[config.mk]
export PLATFORM = sky130hd
export DESIGN_NAME = lzc_stream
export DESIGN_NICKNAME = d
export VERILOG_FILES = /design/src/rtl/lzc_pkg.sv /design/src/rtl/lzc_segment.sv /design/src/rtl/lzc_stream.sv
export SDC_FILE = /design/constraint.sdc
export NUM_CORES = 1
export LEC_CHECK = 0
export CAP_MARGIN = 30
export CORE_MARGIN = 2
export CORE_UTILIZATION = 60
export CTS_BUF_LIST = sky130_fd_sc_hd__clkbuf_4 sky130_fd_sc_hd__clkbuf_8
export CTS_CLUSTER_SIZE = 25
export DETAILED_ROUTE_END_ITERATION = 6
export DONT_BUFFER_PORTS = 1
export HOLD_SLACK_MARGIN = 0.02
export PLACE_DENSITY_LB_ADDON = 0.2
export SETUP_SLACK_MARGIN = 0.4
export SLEW_MARGIN = 20
export SYNTH_ARGS = -nofsm -noshare
export SYNTH_HDL_FRONTEND = slang
export SYNTH_HIERARCHICAL = 1
export SYNTH_SLANG_ARGS = --single-unit
[constraint.sdc]
create_clock -name iClk -period 12.2 [get_ports iClk]
set_input_delay 0.61 -clock iClk [delete_from_list [all_inputs] [get_ports iClk]]
set_output_delay 0.61 -clock iClk [all_outputs]
set_load 0.02 [all_outputs]
[src/rtl/lzc_pkg.sv]
// Shared definitions for the leading-zero/one stream counter.
package lzc_pkg;

  localparam logic LZC_MODE_ZERO = 1'b0;
  localparam logic LZC_MODE_ONE  = 1'b1;

  typedef enum logic {
    SEARCH = 1'b0,
    FOUND  = 1'b1
  } lzc_state_e;

  // Width needed to hold a count of 0..data_w inclusive.
  function automatic int cnt_width(input int data_w);
    return $clog2(data_w) + 1;
  endfunction

endpackage

[src/rtl/lzc_segment.sv]
// Combinational MSB-first priority encoder for one segment of the scanned word.
// o_cnt is the number of leading zeros (0..SEG_W); o_all flags an all-zero segment.
module lzc_segment
  import lzc_pkg::*;
#(
  parameter  int SEG_W  = 8,
  localparam int SEG_CW = cnt_width(SEG_W)
) (
  input  logic [SEG_W-1:0]  i_data,
  output logic [SEG_CW-1:0] o_cnt,
  output logic              o_all
);

  logic w_found;

  // First set bit from the top decides the count; none set means the segment is all-run.
  always_comb begin
    o_cnt   = SEG_CW'(SEG_W);
    w_found = 1'b0;
    for (int unsigned i = 0; i < SEG_W; i++) begin
      if (!w_found && i_data[SEG_W-1-i]) begin
        w_found = 1'b1;
        o_cnt   = SEG_CW'(i);
      end
    end
    o_all = !w_found;
  end

endmodule

[src/rtl/lzc_stream.sv]
// Two-stage pipelined leading-zero/one counter with valid/ready handshake and a
// saturating per-packet leading-run accumulator.
// Optional feature: define LZC_STREAM_NORM_EN to add the oNorm normalised-word output.
module lzc_stream
  import lzc_pkg::*;
#(
  parameter  int DATA_W = 32,
  parameter  int NSEG   = 4,
  parameter  int TOT_W  = 16,
  localparam int CNT_W  = cnt_width(DATA_W)
) (
  input  logic              iClk,
  input  logic              iReset,
  input  logic              iValid,
  output logic              oReady,
  input  logic [DATA_W-1:0] iData,
  input  logic              iMode,
  input  logic              iLast,
  output logic              oValid,
  input  logic              iReady,
  output logic [CNT_W-1:0]  oCount,
  output logic              oAllRun,
  output logic [TOT_W-1:0]  oTotal,
  output logic              oLast
`ifdef LZC_STREAM_NORM_EN
  ,
  output logic [DATA_W-1:0] oNorm
`endif
);

  localparam int SEG_W  = DATA_W / NSEG;
  localparam int SEG_CW = cnt_width(SEG_W);
  localparam int SUM_W  = TOT_W + CNT_W;

  logic                         w_en;
  logic [DATA_W-1:0]            w_scan;
  logic [NSEG-1:0][SEG_CW-1:0]  w_seg_cnt;
  logic [NSEG-1:0]              w_seg_all;

  logic                         r_s1_valid;
  logic                         r_s1_last;
  logic [NSEG-1:0][SEG_CW-1:0]  r_s1_cnt;
  logic [NSEG-1:0]              r_s1_all;
`ifdef LZC_STREAM_NORM_EN
  logic [DATA_W-1:0]            r_s1_data;
`endif

  logic [CNT_W-1:0]             w_cnt;
  logic                         w_allrun;
  logic [SUM_W-1:0]             w_sum;
  logic [TOT_W-1:0]             w_sat;
  logic [TOT_W-1:0]             w_total;
  logic                         w_beat;

  lzc_state_e                   r_state;
  lzc_state_e                   w_state_nxt;
  logic [TOT_W-1:0]             r_acc;
  logic [TOT_W-1:0]             w_acc_nxt;

  // Whole pipeline advances together whenever the output register can be refilled.
  assign w_en   = !oValid || iReady;
  assign oReady = w_en;

  // Leading ones are counted as leading zeros of the inverted word.
  assign w_scan = (iMode == LZC_MODE_ONE) ? ~iData : iData;

  for (genvar g = 0; g < NSEG; g++) begin : g_seg
    lzc_segment #(
      .SEG_W(SEG_W)
    ) u_seg (
      .i_data(w_scan[g*SEG_W +: SEG_W]),
      .o_cnt (w_seg_cnt[g]),
      .o_all (w_seg_all[g])
    );
  end

  // Stage 1: capture per-segment results and beat sideband.
  always_ff @(posedge iClk or posedge iReset) begin
    if (iReset) begin
      r_s1_valid <= 1'b0;
      r_s1_last  <= 1'b0;
      r_s1_cnt   <= '0;
      r_s1_all   <= '0;
`ifdef LZC_STREAM_NORM_EN
      r_s1_data  <= '0;
`endif
    end else if (w_en) begin
      r_s1_valid <= iValid;
      r_s1_last  <= iLast;
      r_s1_cnt   <= w_seg_cnt;
      r_s1_all   <= w_seg_all;
`ifdef LZC_STREAM_NORM_EN
      r_s1_data  <= iData;
`endif
    end
  end

  // Merge segments from the top down; a segment contributes only while every segment above it is all-run.
  always_comb begin
    w_cnt    = '0;
    w_allrun = 1'b1;
    for (int unsigned i = 0; i < NSEG; i++) begin
      if (w_allrun) begin
        w_cnt = w_cnt + CNT_W'(r_s1_cnt[NSEG-1-i]);
      end
      w_allrun = w_allrun && r_s1_all[NSEG-1-i];
    end
  end

  // Saturating add of this beat's count onto the packet accumulator.
  always_comb begin
    w_sum = SUM_W'(r_acc) + SUM_W'(w_cnt);
    w_sat = (w_sum[SUM_W-1:TOT_W] != '0) ? '1 : w_sum[TOT_W-1:0];
  end

  assign w_beat = w_en && r_s1_valid;

  // Packet FSM: accumulate until the first word that is not entirely leading-run, clear after a last beat.
  always_comb begin
    w_state_nxt = r_state;
    w_acc_nxt   = r_acc;
    w_total     = r_acc;
    if (r_state == SEARCH) begin
      w_total = w_sat;
    end
    if (w_beat) begin
      if (r_s1_last) begin
        w_state_nxt = SEARCH;
        w_acc_nxt   = '0;
      end else begin
        w_acc_nxt = w_total;
        if ((r_state == SEARCH) && !w_allrun) begin
          w_state_nxt = FOUND;
        end
      end
    end
  end

  // Packet FSM state and accumulator registers.
  always_ff @(posedge iClk or posedge iReset) begin
    if (iReset) begin
      r_state <= SEARCH;
      r_acc   <= '0;
    end else begin
      r_state <= w_state_nxt;
      r_acc   <= w_acc_nxt;
    end
  end

  // Stage 2: output registers, held while downstream stalls.
  always_ff @(posedge iClk or posedge iReset) begin
    if (iReset) begin
      oValid  <= 1'b0;
      oCount  <= '0;
      oAllRun <= 1'b0;
      oTotal  <= '0;
      oLast   <= 1'b0;
`ifdef LZC_STREAM_NORM_EN
      oNorm   <= '0;
`endif
    end else if (w_en) begin
      oValid <= r_s1_valid;
      if (r_s1_valid) begin
        oCount  <= w_cnt;
        oAllRun <= w_allrun;
        oTotal  <= w_total;
        oLast   <= r_s1_last;
`ifdef LZC_STREAM_NORM_EN
        oNorm   <= r_s1_data << w_cnt;
`endif
      end
    end
  end

endmodule

==> results.json, run 1 <==
{
  "critPathKind": "reg -> reg",
  "path_max_fanout": 20,
  "drive_gt1_share_pct": 9.26,
  "grt-ovfl-total": 0,
  "drc": 0,
  "crit_chain": "ha_1 -> fa_1 -> mux2_2 -> ha_1 -> a21o_1 -> a211oi_1 -> nor3_1 -> a211oi_1 -> nor2_1 -> ha_1 -> a21oi_1 -> a211o_1 -> nand2_1 -> ha_1 -> a211oi_1 -> a21boi_2 -> or3_1 -> o21ai_0 -> a22o_1",
  "fin_setup_tns_ns": 0,
  "leakage_nw": 2.13,
  "finalCritPeriodShare_pct": 47.4,
  "timing_hold_violations_final": 0,
  "skew_ns": 0.00848,
  "gp_congestion": 0.884,
  "holdBufCountCts": 0,
  "maxSlewHeadroom_pct": 45.9,
  "synth_enable_flop_cells": 0,
  "p_sw_mw": 0.218,
  "cpMaxStageDelayCell": "or3_1",
  "sw_frac_of_total_pct": 36.6,
  "n_fill_cell": 594,
  "drt_pass1_iterations": 6,
  "finish.utilization_pct": 65.7,
  "start_util_pct": 62.7,
  "coreArea_um2": 6910,
  "clk_latency_ns": 0.35,
  "antenna_left": 0,
  "yosysWarnings": 6,
  "wirelength_mm": 8.97,
  "grt_util_all_layers_pct": 24.7,
  "synth_top_area_share_pct": 37.0,
  "async_flop_share_pct": 100,
  "synth_nets": 564,
  "fin_crit_ns": 5.78,
  "grt_pass1_vias": 3346,
  "maxCapViolations": 0,
  "status": "completed",
  "rsz0062_at_grt": "no",
  "multi_input_area_um2": 2560,
  "ys_seq_area_share_pct": 37.0,
  "wl_per_cell_um": 15.1,
  "ys_types": 53,
  "regArea_um2": 1600,
  "area_delta_synth_final_pct": 4.71,
  "combPwrFrac_pct": 22.5,
  "grt_max_degree": 65,
  "critical-path-max-stage-delay_ns": 0.61,
  "dieArea_um2": 7910,
  "synth_area_um2": 4330,
  "maxSlewViolCount": 0,
  "max_freq_mhz": 173,
  "cts_tree": "done",
  "required_ns": 12.43,
  "hpwl_mm": 6.58,
  "clockBufferDepth": 2,
  "ctsResizeCount": 0,
  "clock-sinks": 64,
  "vias": 3472,
  "nNetsFinal": 552,
  "avgSynthCellArea_um2": 8.59,
  "intPower_mw": 0.378,
  "cp-start-kind": "flop",
  "final_cell_mix": "nand2_1, dfrtp_1, nor2_1",
  "crit_top_cell": "ha_1",
  "synth_cells": 504,
  "synthTopCellsByArea": "dfrtp_1, nand2_1, xor2_1",
  "p_clk_share_pct": 27.8,
  "h-tree-depth": 3,
  "antenna_cells": 0,
  "path_clk_slew_ns": 0.07,
  "io_pins": 64,
  "synth_seq_cells": 64,
  "numCtsBuffers": 9,
  "vias_per_cell": 5.85,
  "post-cts-setup-buffers": 0,
  "placementRows": 30,
  "crit_buf_inv": 0,
  "arrival_ns": 6.01,
  "holdCritPathClass": "in -> async",
  "fin_hold_ws_ns": 0.364,
  "synth_top_area_cell": "dfrtp_1",
  "crit_family": "compound AO/OA/AOI/OAI gates",
  "die-width_um": 89.0,
  "seq_power_share_pct": 49.7,
  "tightest_slew_ns": 0.811,
  "die_h_um": 89.0,
  "setup_violations": 0,
  "critical_path.endpoint_type": "flop",
  "mostFrequentLayoutCell": "nand2_1",
  "ir_drop_v": 0.000118,
  "synth_ff_type": "dfrtp_1",
  "port_buffers": 0,
  "grt_first_pass_wirelength_mm": 15.2,
  "power_density_nw_per_um2": 131,
  "finalPower_mw": 0.596,
  "grt_antenna_before_repair": 0,
  "drt_iter0_markers": 209,
  "cts-root-buf": "clkbuf_8"
}
## final cells by class
| class | instances | share of cell area, % |
|---|---|---|
| clock inverter | 6 | 0.966 |
| multi-input combinational | 402 | 56.5 |
| sequential | 64 | 35.3 |
| tap | 96 | 2.65 |
| clock buffer | 10 | 3.03 |
| inverter | 11 | 0.910 |
| timing repair buffer | 4 | 0.662 |
## cell usage after synthesis, types with 8 or more instances
master and count:
a21oi_1 26, nor2_1 48, a21o_1 9, a31oi_1 14
ha_1 18, xnor2_1 10, inv_1 11, a211oi_1 8
nor2_2 8, clkbuf_1 16, xor2_1 37, nor3_1 11
dfrtp_1 64, o21ai_0 24, nand2_1 103
## logic make-up (layout without fill, tap and decap cells)
| logic type | count (synthesis) | count (layout) | synth area share (%) |
|---|---|---|---|
| compound gates | 122 | 122 | 18.9 |
| mux | 12 | 12 | 2.95 |
| flops | 64 | 64 | 37.0 |
| xor+xnor | 47 | 47 | 9.50 |
| simple gates | 199 | 199 | 20.7 |
| buf+inv | 38 | 31 | 3.90 |
| fa+ha+maj | 22 | 22 | 7.05 |
## worst paths after layout
path	slack [ns]	cells past startpoint	end	from
hold reg to reg	0.48	2	r_s1_all[0]$_DFFE_PP0N_	r_s1_all[0]$_DFFE_PP0N_
max in group asynchronous	11.29	2	oCount[3]$_DFFE_PP0P_	iReset
setup reg to reg	6.42	19	r_acc[5]$_DFFE_PP0P_	r_s1_cnt[12]$_DFFE_PP0N_
setup / recovery	6.42	19	r_acc[5]$_DFFE_PP0P_	r_s1_cnt[12]$_DFFE_PP0N_
hold / removal	0.36	2	r_s1_cnt[15]$_DFFE_PP0N_	iReset
min in group iClk	0.39	2	r_s1_last$_DFFE_PP0N_	iLast
## per-stage QoR
stage                     setup WS [ns]  instances  area [um2]
after floorplan                    7.40        504        4330
final                              6.42        593        4540
after CTS                          6.48        593        4540
after detailed placement           6.57        577        4350
after global placement             6.76        577        4350
after global routing               6.06        593        4540
## registers in the layout, summed over array words and instances (netlist names)
register	count
r_s1_valid	1
r_state	1
oTotal	16
oLast	1
r_s1_cnt	16
oAllRun	1
r_s1_all	4
oCount	6
oValid	1
r_s1_last	1
r_acc	16
## worst register-to-register path, cell delays in order (launching register included)
cell and delay (ns):
dfrtp_1 0.41, ha_1 0.22, fa_1 0.45, mux2_2 0.31
ha_1 0.31, a21o_1 0.16, a211oi_1 0.25, nor3_1 0.07
a211oi_1 0.41, nor2_1 0.11, ha_1 0.34, a21oi_1 0.09
a211o_1 0.29, nand2_1 0.07, ha_1 0.28, a211oi_1 0.35
a21boi_2 0.44, or3_1 0.61, o21ai_0 0.25, a22o_1 0.25
## power by group through the flow
| stage | Combinational [mW] | Sequential (mW) | Clock [mW] |
|---|---|---|---|
| 2_1_floorplan | 0.117 | 0.289 | 0 |
| 3_3_place_gp | 0.129 | 0.299 | 0 |
| 3_5_place_dp | 0.134 | 0.300 | 0 |
| 4_1_cts | 0.135 | 0.297 | 0.170 |
| 5_1_grt | 0.154 | 0.302 | 0.179 |
| 6_report | 0.134 | 0.296 | 0.166 |
## layer usage
layer  track usage (%)  vias up  share of wire [%]
met2              38.9       89                 47
met1              34.3     1650                 47
met3              6.46        8                5.4
met5                 0        -                  0
met4              6.65        0               0.96
li1                  -     1725                  -
No activity file was read; power rests on OpenSTA's default activity.
==> run 2, diff against run 1 <==
clock period = 5.8 ns   (was 12.2 ns; I/O delays follow)
==> run 2 against run 1 <==
  * Final area up 2.1%
  * Largest cell class unchanged
  * Sequential share of layout area down 0.73 points
  * Sequential power up 110%
  * Clock power rose to 2.6 times the previous value
  * Clock-buffer cell count up 1
  * Largest power group unchanged
==> results.json, run 2 (synthesized netlist as in run 1, its figures left out) <==
{
  "status": "completed",
  "cts-root-buf": "clkbuf_8",
  "r2r_end": "r_acc[8]$_DFFE_PP0P_",
  "nNetsFinal": 554,
  "coreArea_um2": 6910,
  "combPwrFrac_pct": 21.5,
  "grt-ovfl-total": 0,
  "antenna_cells": 0,
  "crit_buf_inv": 0,
  "io_pins": 64,
  "maxCapViolations": 0,
  "die_h_um": 89.0,
  "port_buffers": 0,
  "critical_path.endpoint_type": "flop",
  "drt_iter0_markers": 166,
  "critical-path-max-stage-delay_ns": 0.47,
  "holdBufCountCts": 0,
  "numCtsBuffers": 9,
  "grt_use_met2_pct": 36.2,
  "post-cts-setup-buffers": 0,
  "clockBufferDepth": 2,
  "busiest_layer": "met2",
  "r2r_cells": 21,
  "sw_frac_of_total_pct": 34.1,
  "maxSlewViolCount": 0,
  "area_delta_synth_final_pct": 6.93,
  "intPower_mw": 0.881,
  "cts_tree": "done",
  "timing_hold_violations_final": 0,
  "tightest_slew_ns": 0.826,
  "layout.cells.non_filler": 595,
  "max_freq_mhz": 200,
  "cpMaxStageDelayCell": "or3_4",
  "drive_gt1_share_pct": 11.2,
  "clock-sinks": 64,
  "setup.reg_to_reg.worst_slack_ns": 0.80,
  "met1_usage_pct": 34.5,
  "cp-start-kind": "flop",
  "mostFrequentLayoutCell": "nand2_1",
  "drt_pass1_iterations": 4,
  "met3_usage_pct": 4.16,
  "postPlaceCellArea_um2": 4370,
  "critPathKind": "reg -> reg",
  "start_util_pct": 62.7,
  "required_ns": 6.08,
  "p_clk_share_pct": 31.9,
  "p_sw_mw": 0.455,
  "fin_setup_tns_ns": 0,
  "wl_per_cell_um": 14.9,
  "path_max_fanout": 16,
  "rsz0062_at_grt": "no",
  "power_density_nw_per_um2": 288,
  "setup_violations": 0,
  "vias_per_cell": 5.83,
  "vias": 3466,
  "finalPower_mw": 1.34,
  "clk_latency_ns": 0.34,
  "grt_antenna_before_repair": 0,
  "wirelength_mm": 8.85,
  "gp_congestion": 0.871,
  "placementRows": 30,
  "ir_drop_v": 0.000158,
  "r2r-start": "r_s1_cnt[12]$_DFFE_PP0N_",
  "skew_ns": 0.00827,
  "antenna_left": 0,
  "grt_first_pass_wirelength_mm": 14.7,
  "leakage_nw": 2.17,
  "fin_crit_ns": 5.00,
  "hpwl_mm": 6.50,
  "maxSlewHeadroom_pct": 44.8,
  "dieArea_um2": 7910,
  "path_clk_slew_ns": 0.07,
  "ctsResizeCount": 0,
  "finalCritPeriodShare_pct": 86.2,
  "grt_util_all_layers_pct": 23.9,
  "reg_top3": "oTotal x16, r_acc x16, r_s1_cnt x16",
  "grt_pass1_vias": 3297,
  "drc": 0,
  "final_cell_mix": "nand2_1, dfrtp_1, nor2_1",
  "grt_max_degree": 65,
  "crit_family": "adder cells",
  "seq_power_share_pct": 46.6,
  "crit_top_cell": "ha_1",
  "final_area_um2": 4630,
  "arrival_ns": 5.28,
  "h-tree-depth": 3,
  "holdCritPathClass": "in -> async",
  "die-width_um": 89.0,
  "dp.cells": 579,
  "crit_chain": "ha_1 -> fa_1 -> mux2_2 -> ha_1 -> a21o_1 -> a211oi_1 -> nor3_1 -> a211oi_2 -> nor2_1 -> ha_1 -> o21ai_0 -> nor2_1 -> o21a_1 -> a21o_1 -> nand2_1 -> ha_1 -> nor2_1 -> nand4b_4 -> or3_4 -> a41oi_1 -> o22a_1"
}
==> run 2: power groups by stage <==
stage	clock network, mW	logic (mW)	registers [mW]
2_1_floorplan	0	0.245	0.608
3_3_place_gp	0	0.272	0.630
3_5_place_dp	0	0.285	0.632
4_1_cts	0.430	0.288	0.624
5_1_grt	0.451	0.330	0.634
6_report	0.426	0.287	0.623
==> run 2: routing by layer <==
layer	vias to the layer above	part of all wire, %
met5	-	0
met4	0	1.7
met3	14	5.6
met2	106	45
met1	1617	48
li1	1729	-
==> run 2: cell type report <==
cell class / instances / area [um2]
clock inverters: 5 / 81.3
clock buffers: 11 / 139
fillers: 596 / 2270
repair buffers: 6 / 45.0
well taps: 96 / 120
flip-flops and latches: 64 / 1600
multi-input cells: 402 / 2600
inverters: 11 / 41.3
==> run 2: worst max path at each step <==
stage	startpoint	slack [ns]	end	cells after the start
after global routing	r_s1_cnt[12]$_DFFE_PP0N_	0.43	r_acc[8]$_DFFE_PP0P_	21
final	r_s1_cnt[12]$_DFFE_PP0N_	0.80	r_acc[8]$_DFFE_PP0P_	21
after detailed placement	r_s1_cnt[12]$_DFFE_PP0N_	0.53	r_acc[5]$_DFFE_PP0P_	21
after CTS	r_s1_cnt[12]$_DFFE_PP0N_	0.51	r_acc[8]$_DFFE_PP0P_	19
after floorplan	r_s1_cnt[12]$_DFFE_PP0N_	1.0	r_acc[8]$_DFFE_PP0P_	20
after global placement	r_s1_cnt[12]$_DFFE_PP0N_	0.65	r_acc[5]$_DFFE_PP0P_	21
==> run 2: worst register-to-register path, delay by kind of cell, from the launching register on <==
kind                     cells  cell delay, ns
AO/OA/AOI/OAI                8            1.49
adder cells (fa/ha/maj)      5            1.62
flip-flops                   1            0.40
multiplexers                 1            0.31
AND/OR/NAND/NOR              7            1.14
==> run 2: stage by stage <==
step                      util, %  hold slack [ns]  setup slack (ns)
final                        67.1           0.0450             0.799
after global routing         67.1           0.0686             0.435
after CTS                    66.4           0.0500             0.514
after detailed placement     63.3            0.408             0.531
after global placement       63.3            0.407             0.654
after floorplan                 -            0.403             0.998
==> run 3, diff against run 2 <==
clock period = 6.5 ns   (was 5.8 ns; I/O delays follow)
==> run 3 against run 2 <==
  * Maximum frequency is 11% lower
  * Clock power grew 0.9%
  * Largest power group unchanged
  * Via count grew 2.1%
  * Critical path type unchanged
  * Highest routed layer unchanged
  * Routed wire length rose by 3.6%
  * Global-route usage increased by 1.1 points
  * Cell count shrank 0.34%
  * Sequential power shrank 11%
  * Register-to-register slack improved by 0.09 ns
  * Combinational power is 11% lower
  * Largest cell class unchanged
==> results.json, run 3 (synthesized netlist as in run 1, its figures left out) <==
{
  "status": "completed",
  "combPwrFrac_pct": 20.6,
  "grt_util_all_layers_pct": 25.0,
  "holdBufCountCts": 0,
  "clock-sinks": 64,
  "hpwl_mm": 6.67,
  "cpMaxStageDelayCell": "fa_1",
  "required_ns": 6.73,
  "h-tree-depth": 3,
  "io_pins": 64,
  "fin_setup_tns_ns": 0,
  "holdCritPathClass": "in -> async",
  "die_h_um": 89.0,
  "layout.cells.non_filler": 593,
  "setup_violations": 0,
  "dieArea_um2": 7910,
  "grt_antenna_before_repair": 0,
  "leakage_nw": 2.17,
  "fin_crit_ns": 5.61,
  "maxCapViolations": 0,
  "finalCritPeriodShare_pct": 86.3,
  "vias_per_cell": 5.97,
  "n_fill_cell": 585,
  "regArea_um2": 1600,
  "wirelength_mm": 9.16,
  "wl_per_cell_um": 15.4,
  "arrival_ns": 5.84,
  "ctsResizeCount": 0,
  "seq_power_share_pct": 44.8,
  "drt_pass1_iterations": 5,
  "tightest_slew_ns": 0.820,
  "grt_pass1_vias": 3355,
  "cts_tree": "done",
  "crit_path_start": "r_s1_cnt[12]$_DFFE_PP0N_",
  "coreArea_um2": 6910,
  "path_max_fanout": 20,
  "grt_max_degree": 65,
  "r2r-start": "r_s1_cnt[12]$_DFFE_PP0N_",
  "nNetsFinal": 552,
  "rsz0062_at_grt": "no",
  "placementRows": 30,
  "die-width_um": 89.0,
  "drive_gt1_share_pct": 9.46,
  "critical-path-max-stage-delay_ns": 0.47,
  "clk_latency_ns": 0.35,
  "timing_hold_violations_final": 0,
  "multi_input_area_um2": 2560,
  "antenna_cells": 0,
  "critical_path.endpoint_type": "flop",
  "port_buffers": 0,
  "maxSlewHeadroom_pct": 45.2,
  "clockBufferDepth": 2,
  "gp_congestion": 0.883,
  "crit_top_cell": "ha_1",
  "power_density_nw_per_um2": 269,
  "p_sw_mw": 0.413,
  "grt-ovfl-total": 0,
  "reg_top3": "oTotal x16, r_acc x16, r_s1_cnt x16",
  "drc": 0,
  "mostFrequentLayoutCell": "nand2_1",
  "area_delta_synth_final_pct": 6.56,
  "path_clk_slew_ns": 0.07,
  "sw_frac_of_total_pct": 33.2,
  "p_clk_share_pct": 34.7,
  "numCtsBuffers": 9,
  "cts-root-buf": "clkbuf_8",
  "skew_ns": 0.00794,
  "crit_chain": "ha_1 -> fa_1 -> mux2_2 -> ha_1 -> a21o_1 -> a211oi_1 -> nor3_1 -> a211oi_1 -> nor2_1 -> ha_1 -> a21oi_1 -> o211ai_1 -> nand2_1 -> ha_1 -> a211oi_1 -> a21boi_2 -> or3_2 -> a41oi_1 -> o22a_1",
  "ir_drop_v": 0.000172,
  "maxSlewViolCount": 0,
  "intPower_mw": 0.829,
  "antenna_left": 0,
  "start_util_pct": 62.7,
  "max_freq_mhz": 178,
  "grt_first_pass_wirelength_mm": 15.3,
  "critPathKind": "reg -> reg",
  "post-cts-setup-buffers": 0,
  "drt_iter0_markers": 201,
  "vias": 3539,
  "dp.cells": 576,
  "final_cell_mix": "nand2_1, dfrtp_1, nor2_1",
  "cp-start-kind": "flop"
}
run 3: changes by cell type in the layout (fill, tap and decap cells not counted), moves of 2 or more:
cell	previous run	this run
buf_4	6	3
nor4b_1	0	3
nor4b_2	3	0
a211oi_1	6	8
a211oi_2	2	0
clkbuf_4	2	0
run 3: path summary, 6_finish.rpt:
check | end | slack (ns) | depth (start not counted)
worst max-delay path | r_acc[8]$_DFFE_PP0P_ | 0.89 | 19
worst min-delay path | r_s1_all[3]$_DFFE_PP0N_ | 0.07 | 2
worst max register to register | r_acc[8]$_DFFE_PP0P_ | 0.89 | 19
worst min register to register | r_s1_all[0]$_DFFE_PP0N_ | 0.48 | 2
max in group asynchronous | oCount[1]$_DFFE_PP0P_ | 5.87 | 2
min in group iClk | r_s1_last$_DFFE_PP0N_ | 0.09 | 2
run 3: worst max-delay path, delay by kind of cell, from the launching register on:
kind            cells  cell delay [ns]
fa+ha+maj           5             1.67
mux                 1             0.32
compound gates      9             2.38
simple gates        4             0.72
flops               1             0.40
run 3: area by class of cell:
cell class                 count  area share [%]
inverter                      11           0.895
timing repair buffer           4           0.813
tap                           96            2.60
clock buffer                  10            2.98
clock inverter                 6            2.49
sequential                    64            34.7
multi-input combinational    402            55.5
run 3: per-layer routing:
layer,up-vias,wire (um),part of all wire (%),global-route usage [%]
met4,0,179,2.0,10.3
li1,1722,-,-,-
met1,1688,4230,46,35.6
met2,111,4170,46,37.5
met5,-,0,0,0
met3,18,572,6.2,4.99
run 3: stage by stage:
step	hold WS [ns]	power (mW)	cell area, um2	worst slack, ns	utilization, %
floorplan	0.438	0.762	4330	1.70	-
global placement	0.443	0.804	4350	1.05	62.9
detailed placement	0.451	0.817	4350	0.790	62.9
CTS	0.0864	1.25	4600	0.706	66.6
global route	0.108	1.32	4620	0.592	66.8
finish	0.0728	1.24	4620	0.892	66.8
run 3: power by group through the flow:
stage          combinational (mW)  sequential (mW)  clock, mW
2_1_floorplan               0.219            0.543          0
3_5_place_dp                0.254            0.564          0
3_3_place_gp                0.242            0.562          0
6_report                    0.255            0.556      0.430
5_1_grt                     0.294            0.567      0.456
4_1_cts                     0.255            0.557      0.436
